`src/rtl/ram_popcount_sweeper.sv`:
```
// Sweeps an inclusive address range of a small RAM, popcounts each word bit-serially,
// and reports the running total plus the address of the first word with the highest count.
//
// state   | meaning
// --------+---------------------------------------------------------------
// S_IDLE  | waiting for start; results from the previous sweep are held
// S_READ  | ram_addr stable, waiting RD_LAT clocks for read data
// S_LOAD  | capture ram_rdata into the shift register, clear bit counter
// S_SHIFT | shift one bit per clock until the shift register is empty
// S_ACC   | fold the word count into total/max, step or finish
// S_DONE  | results valid; leave when start is released
module ram_popcount_sweeper #(
    parameter int ADDR_W = 5,
    parameter int DATA_W = 4,
    parameter int RD_LAT = 1,
    parameter int TOT_W  = $clog2((2**ADDR_W)*DATA_W+1),
    parameter int CNT_W  = $clog2(DATA_W+1)
) (
    input  logic              i_clk,
    input  logic              i_reset,
    input  logic              i_start,
    input  logic [ADDR_W-1:0] i_first_addr,
    input  logic [ADDR_W-1:0] i_last_addr,
    output logic [ADDR_W-1:0] o_ram_addr,
    input  logic [DATA_W-1:0] i_ram_rdata,
    output logic              o_busy,
    output logic              o_done,
    output logic              o_err,
    output logic [TOT_W-1:0]  o_total,
    output logic [CNT_W-1:0]  o_max_cnt,
    output logic [ADDR_W-1:0] o_max_addr
);

    localparam int WAIT_W = (RD_LAT > 1) ? $clog2(RD_LAT) : 1;
    localparam logic [WAIT_W-1:0] WAIT_LOAD = WAIT_W'(RD_LAT - 1);

    typedef enum logic [2:0] {
        S_IDLE,
        S_READ,
        S_LOAD,
        S_SHIFT,
        S_ACC,
        S_DONE
    } state_t;

    state_t              r_state;
    state_t              w_next;
    logic [ADDR_W-1:0]   r_ram_addr;
    logic [ADDR_W-1:0]   r_last;
    logic [WAIT_W-1:0]   r_wait;
    logic [DATA_W-1:0]   r_shreg;
    logic [CNT_W-1:0]    r_cnt;
    logic [TOT_W-1:0]    r_total;
    logic [CNT_W-1:0]    r_max_cnt;
    logic [ADDR_W-1:0]   r_max_addr;
    logic                r_err;
    logic                w_bad_range;
    logic                w_last_word;

    assign w_bad_range = (i_first_addr > i_last_addr);
    assign w_last_word = (r_ram_addr == r_last);

    always_ff @(posedge i_clk) begin
        if (i_reset) begin
            r_state <= S_IDLE;
        end else begin
            r_state <= w_next;
        end
    end

    always_comb begin
        w_next = r_state;
        case (r_state)
            S_IDLE: begin
                if (i_start) begin
                    w_next = w_bad_range ? S_DONE : S_READ;
                end
            end
            S_READ: begin
                if (r_wait == '0) begin
                    w_next = S_LOAD;
                end
            end
            S_LOAD: begin
                w_next = S_SHIFT;
            end
            S_SHIFT: begin
                if (r_shreg == '0) begin
                    w_next = S_ACC;
                end
            end
            S_ACC: begin
                w_next = w_last_word ? S_DONE : S_READ;
            end
            S_DONE: begin
                if (!i_start) begin
                    w_next = S_IDLE;
                end
            end
            default: begin
                w_next = S_IDLE;
            end
        endcase
    end

    // Datapath: the wait timer is a down-counter reloaded on every entry to S_READ.
    always_ff @(posedge i_clk) begin
        if (i_reset) begin
            r_ram_addr <= '0;
            r_last     <= '0;
            r_wait     <= '0;
            r_shreg    <= '0;
            r_cnt      <= '0;
            r_total    <= '0;
            r_max_cnt  <= '0;
            r_max_addr <= '0;
            r_err      <= 1'b0;
        end else begin
            case (r_state)
                S_IDLE: begin
                    if (i_start) begin
                        r_last     <= i_last_addr;
                        r_total    <= '0;
                        r_max_cnt  <= '0;
                        r_max_addr <= '0;
                        if (w_bad_range) begin
                            r_err <= 1'b1;
                        end else begin
                            r_ram_addr <= i_first_addr;
                            r_wait     <= WAIT_LOAD;
                        end
                    end
                end
                S_READ: begin
                    if (r_wait != '0) begin
                        r_wait <= r_wait - WAIT_W'(1);
                    end
                end
                S_LOAD: begin
                    r_shreg <= i_ram_rdata;
                    r_cnt   <= '0;
                end
                S_SHIFT: begin
                    if (r_shreg != '0) begin
                        r_cnt   <= r_cnt + CNT_W'(r_shreg[0]);
                        r_shreg <= r_shreg >> 1;
                    end
                end
                S_ACC: begin
                    r_total <= r_total + TOT_W'(r_cnt);
                    // Strictly greater keeps the lowest address on ties.
                    if (r_cnt > r_max_cnt) begin
                        r_max_cnt  <= r_cnt;
                        r_max_addr <= r_ram_addr;
                    end
                    if (!w_last_word) begin
                        r_ram_addr <= r_ram_addr + ADDR_W'(1);
                        r_wait     <= WAIT_LOAD;
                    end
                end
                S_DONE: begin
                    if (!i_start) begin
                        r_err <= 1'b0;
                    end
                end
                default: begin
                end
            endcase
        end
    end

    assign o_ram_addr = r_ram_addr;
    assign o_busy     = (r_state == S_READ) || (r_state == S_LOAD) ||
                        (r_state == S_SHIFT) || (r_state == S_ACC);
    assign o_done     = (r_state == S_DONE);
    assign o_err      = r_err;
    assign o_total    = r_total;
    assign o_max_cnt  = r_max_cnt;
    assign o_max_addr = r_max_addr;

endmodule

```
`config.mk`:
```
export PLATFORM = sky130hd
export DESIGN_NAME = ram_popcount_sweeper
export DESIGN_NICKNAME = d
export VERILOG_FILES = /design/src/rtl/ram_popcount_sweeper.sv
export SDC_FILE = /design/constraint.sdc
export NUM_CORES = 1
export LEC_CHECK = 0
export BUFFER_PORTS_ARGS = -buffer_cell sky130_fd_sc_hd__buf_4
export CAP_MARGIN = 10
export CORE_AREA = 8 8 90 76
export DETAILED_ROUTE_END_ITERATION = 10
export DIE_AREA = 0 0 98 84
export HOLD_SLACK_MARGIN = 0.1
export SYNTH_ARGS = -nofsm -noshare
export SYNTH_HDL_FRONTEND = slang
export SYNTH_SLANG_ARGS = --single-unit
```
`constraint.sdc`:
```
create_clock -name i_clk -period 1.9 [get_ports i_clk]
set_clock_uncertainty 0.15 [all_clocks]
set_input_delay 0.285 -clock i_clk [delete_from_list [all_inputs] [get_ports i_clk]]
set_output_delay 0.285 -clock i_clk [all_outputs]
set_load 0.005 [all_outputs]
```
After elaboration in Yosys (flattened, before gate mapping)

Index checks and enable logic that the tools add are counted.

Eq/ne operators: 15
Reduce and logical (&&, ||, !) cells: 18
Shift-type cells: 0
Order comparisons: 2
$mul: 0
Divide/modulo/power cells: 0
Mux-type cells: 32
$add $sub $neg: 4
Bitwise operators: 0

Operator list:

| cell                | count |
|---|---|
| $mux 3              | 9 |
| $mux 5              | 5 |
| $pmux 5 s2          | 2 |
| $ne 2x2->1 const B  | 9 |
| $pmux 3 s6          | 1 |
| $pmux 8 s2          | 1 |
| $reduce_and 4->1    | 4 |
| $pmux 3 s2          | 2 |
| $add 8x3->8         | 1 |
| $mux 8              | 1 |
| $pmux 4 s2          | 1 |
| $mux 1              | 7 |
| $eq 3x2->1 const B  | 2 |
| $eq 3x3->1 const B  | 2 |
| $reduce_and 2->1    | 3 |
| $reduce_bool 2->1   | 3 |
| $add 5x1->5 const B | 1 |
| $eq 5x5->1          | 1 |
| $gt 5x5->1          | 1 |
| $logic_not 4->1     | 1 |
| $mux 4              | 1 |
| $reduce_bool 4->1   | 1 |
| $add 3x1->3         | 1 |
| $eq 3x1->1 const B  | 1 |
| other kinds (8)     | 10 |

Bits in read-only memories: 0
Output and inout port bits: 24
Word-level logic and storage cells: 81
Latch bits: 0
Register bits after elaboration: 38
Memories: 0
Bits in writable memories: 0
Bits of input ports: 17

Longest topological paths before layout

Depth in word-level cells: 4
Gate-level depth with buffers: 8

Least setup slack after synthesis

No wires, ideal clock.

Path kind: register -> register
Start: register r_state[0]
End: register r_ram_addr[4], in the netlist o_ram_addr[4]
Library setup time: 117 ps
Cell stages (with the launch flop): 8
Setup slack: -136 ps
Data required time: 1633 ps
Arrival time: 1769 ps
Cell sequence: dfxtp_1 -> buf_6 -> or3b_1 -> buf_2 -> nor4_4 -> nand3_2 -> and2_4 -> a32o_1

Longest elaborated chain between the ends: 3
Elaborated cells on any way between the ends: 8
Classes of those cells: 4 x eq/ne; 1 x mux; 3 x reduce/logical

RTL lines:

| item                                                             | line | RTL |
|---|---|---|
| from (decl)                                                      | 46   | `state_t r_state;` |
| from (signal assigned)                                           | 67   | `r_state <= w_next;` |
| $eq 3x3->1 / $logic_not 3->1 (equally long branches)             | 119  | `case (r_state)` |
| $ne 2x2->1 (no line) / $reduce_bool 2->1 (equally long branches) | n/a  |  |
| $reduce_and 4->1 (no line)                                       | n/a  |  |
| to (signal assigned)                                             | 129  | `r_ram_addr <= i_first_addr;` |
| to (signal assigned)                                             | 157  | `r_ram_addr <= r_ram_addr + ADDR_W'(1);` |
| to (decl)                                                        | 48   | `logic [ADDR_W-1:0] r_ram_addr;` |

Several ways; a longest one is shown, not always the timed one.
A chain may end at the register's enable or synchronous reset.

Worst setup path in the final report

Start: register r_state[1]
End: register r_ram_addr[1], in the netlist o_ram_addr[1]

Same word-level chain as after synthesis.

==> metrics <==
Seq/Total Area, Yosys=35.6%; most frequent cells in the layout=71 x buf_4, 34 x dfxtp_1, 28 x nand2_1; ys async rst share=0%; Critical Path AT=1.83 ns; P per Cell Area=870 nW/µm²; CP max FO=11; vias in the first global route=1988; leakage=1.19 nW; fillers=509; Hold Fails Final Rpt=0; die area=8230 µm²; Top FF cell, synth=dfxtp_1; Global Route Usage Sum=14.5%; number of I/O pins=41; status=finished clean; Max Fclk=550 MHz; Die Span X=98 µm; crit-path cells=buf_4 > nor3_4 > o21ai_1 > a31o_2 > buf_4 > a31oi_1 > a211oi_1; total grt overflow=0; placed cell count=372; routed len/inst=15.6 µm; proportion of power drawn by combinational gates=40.4%; GPL Wtd Cong=0.875; VDD IR max=0.605 mV; Pre-antenna DRT Iters=4; Core Region=5320 µm²; DRC violation count after routing=0; Pins Over Slew Limit=0; endpoints failing setup=0; CP Capture Type=register; Slew @ Worst Pin=0.372 ns; CP most frequent cell=buf_4; Yosys warnings=0; critical path data required time=1.91 ns; final WL=5990 µm; commonest non-fill, non-tap cell in the layout=buf_4; Finished Core Util=52.4%; multi-input logic area=1260 µm²; clock network fraction of total power=22.2%; Area growth syn-to-layout=33.8%; Seq pwr share=37.3%; RSZ-0062 raised after global routing=yes; total number of vias=2091; Synth Net Count=284; clk buf depth=2; Yosys reg bits=37; Layout Nets=349; initial cell density of the core=39.1%; Die Height=84 µm; TritonCTS buffer count=5; relative slew slack=75.0%; num rows=24; CTS tree=done; Mapped Cells=252; Yosys cell types=51; max-cap violation count=0; mean area per synthesized cell=8.25 µm²; first-pass GRT wire length=9820 µm; Clock transition at path regs=0.08 ns; Switching Power=0.000867 W; Hold Crit Class=in -> reg; CTS root buf=clkbuf_8; layout cells sized above 1=31.4%; CTS sink cnt=37; # H-tree levels=2; Worst path slowest cell=dfxtp_1; register area=744 µm²; Setup CP Type=reg -> reg; Switching Fraction=35.8%; worst slack, placed=-0.0476 ns; CP top delay family=compound AO/OA/AOI/OAI gates; Post-Synthesis Cell Area=2080 µm²; non-filler cells, final=383; initial antenna violation count=0; I/O Buffers=40; WP buf/inv=2; CP peak stage delay=0.32 ns; Final min period=1.82 ns; Via density=5.46; EDFF count, synth=0; Int Pwr=0.00155 W; Worst Setup Start Kind=register; Worst Slack Setup Final=0.0805 ns; final period utilization=95.8%; post-route ant nets=0; Antenna Cells=0; DPL Wire Length=4450 µm; drt initial violations=126; largest net degree at the start of global routing=29; worst skew pair latency=0.29 ns
worst min-delay path, stage by stage:
cell     delay [ns]
buf_4          0.11
nand2_1        0.05
a21oi_1        0.05
Yosys cell counts, drive strengths merged (2+ instances only):
cell	count	area, µm²
inv	13	48.8
xnor2	3	26.3
dfxtp	37	741
a31oi	4	25.0
nor2b	5	31.3
mux2i	2	20.0
ha	14	175
nand4	11	68.8
o21a	2	15.0
xor2	4	35.0
a21oi	26	130
clkbuf	14	52.6
o21ai	10	50.0
a211oi	5	37.5
or3	2	12.5
o31ai	2	15.0
nor2	12	45.0
or4	2	15.0
nand3	17	90.1
nand3b	2	15.0
nand2	29	109
nor4	4	40.0
a31o	2	17.5
nor3	2	10.0
a311oi	3	38.8
and3	2	12.5
a22oi	3	22.5
and2	2	15.0
buf	2	16.3
kinds of logic (layout without fill, tap and decap cells):
kind of cell,after synthesis,count (layout),share of synthesized area (%)
AOI/OAI and AO/OA,68,68,21.5
xor gates and xnor gates,7,7,2.95
adders and majority gates,15,15,9.39
buffers and inverters,29,95,5.66
DFF,37,37,35.6
muxes,3,3,1.50
and+or+nand+nor,93,93,23.4
final timing paths:
path	from	end	slack, ns	depth (start not counted)
max	r_state[1]	o_ram_addr[1]	0.08	7
min	i_last_addr[1]	r_last[1]	0.11	3
max reg2reg	r_state[1]	o_ram_addr[1]	0.08	7
min reg2reg	r_last[3]	r_last[3]	0.32	2
state kept, by name, indices dropped and copies added (netlist names):
signal,flops
o_total,8
o_max_addr,5
o_ram_addr,5
r_last,5
r_shreg,4
o_max_cnt,3
r_cnt,3
r_state,3
o_err,1
metrics by stage:
step	setup TNS [ns]	area (µm²)	hold slack, ns	total power, W
after global routing	-0.0330	2780	0.119	0.00257
after CTS	0	2730	0.102	0.00238
final	0	2780	0.109	0.00242
after floorplan	0	2090	0.271	0.00146
after detailed placement	-0.160	2630	0.313	0.00183
after global placement	-0.0408	2630	0.308	0.00183
per-layer routing:
metal  global-route usage (%)  wire length [µm]
met1                     19.7              3050
met2                     21.7              2580
met3                     4.17               323
met4                     3.39                34
met5                        0                 0
power groups by stage:
stage | combinational [W] | clock, W | sequential [W]
after floorplan | 0.000530 | 0 | 0.000926
after global placement | 0.000912 | 0 | 0.000917
after detailed placement | 0.000913 | 0 | 0.000919
after CTS | 0.000930 | 0.000547 | 0.000902
after global routing | 0.00108 | 0.000578 | 0.000913
final | 0.000979 | 0.000538 | 0.000904
timing repair:
action                                 in CTS  in global routing
setup endpoints to repair                   5                 18
endpoints found under the hold margin       1                  0
setup buffers                               0                  2
hold buffers                                1                  0
pin swaps                                   0                  2
resized for setup                           3                 14
cell type report:
cell class	instances	share of cell area (%)
multi-input combinational	186	45.4
clock buffer	8	2.88
timing repair buffer	74	20.3
sequential	37	26.8
tap	65	2.92
inverter	13	1.75
No activity file was read; power rests on OpenSTA's default activity.
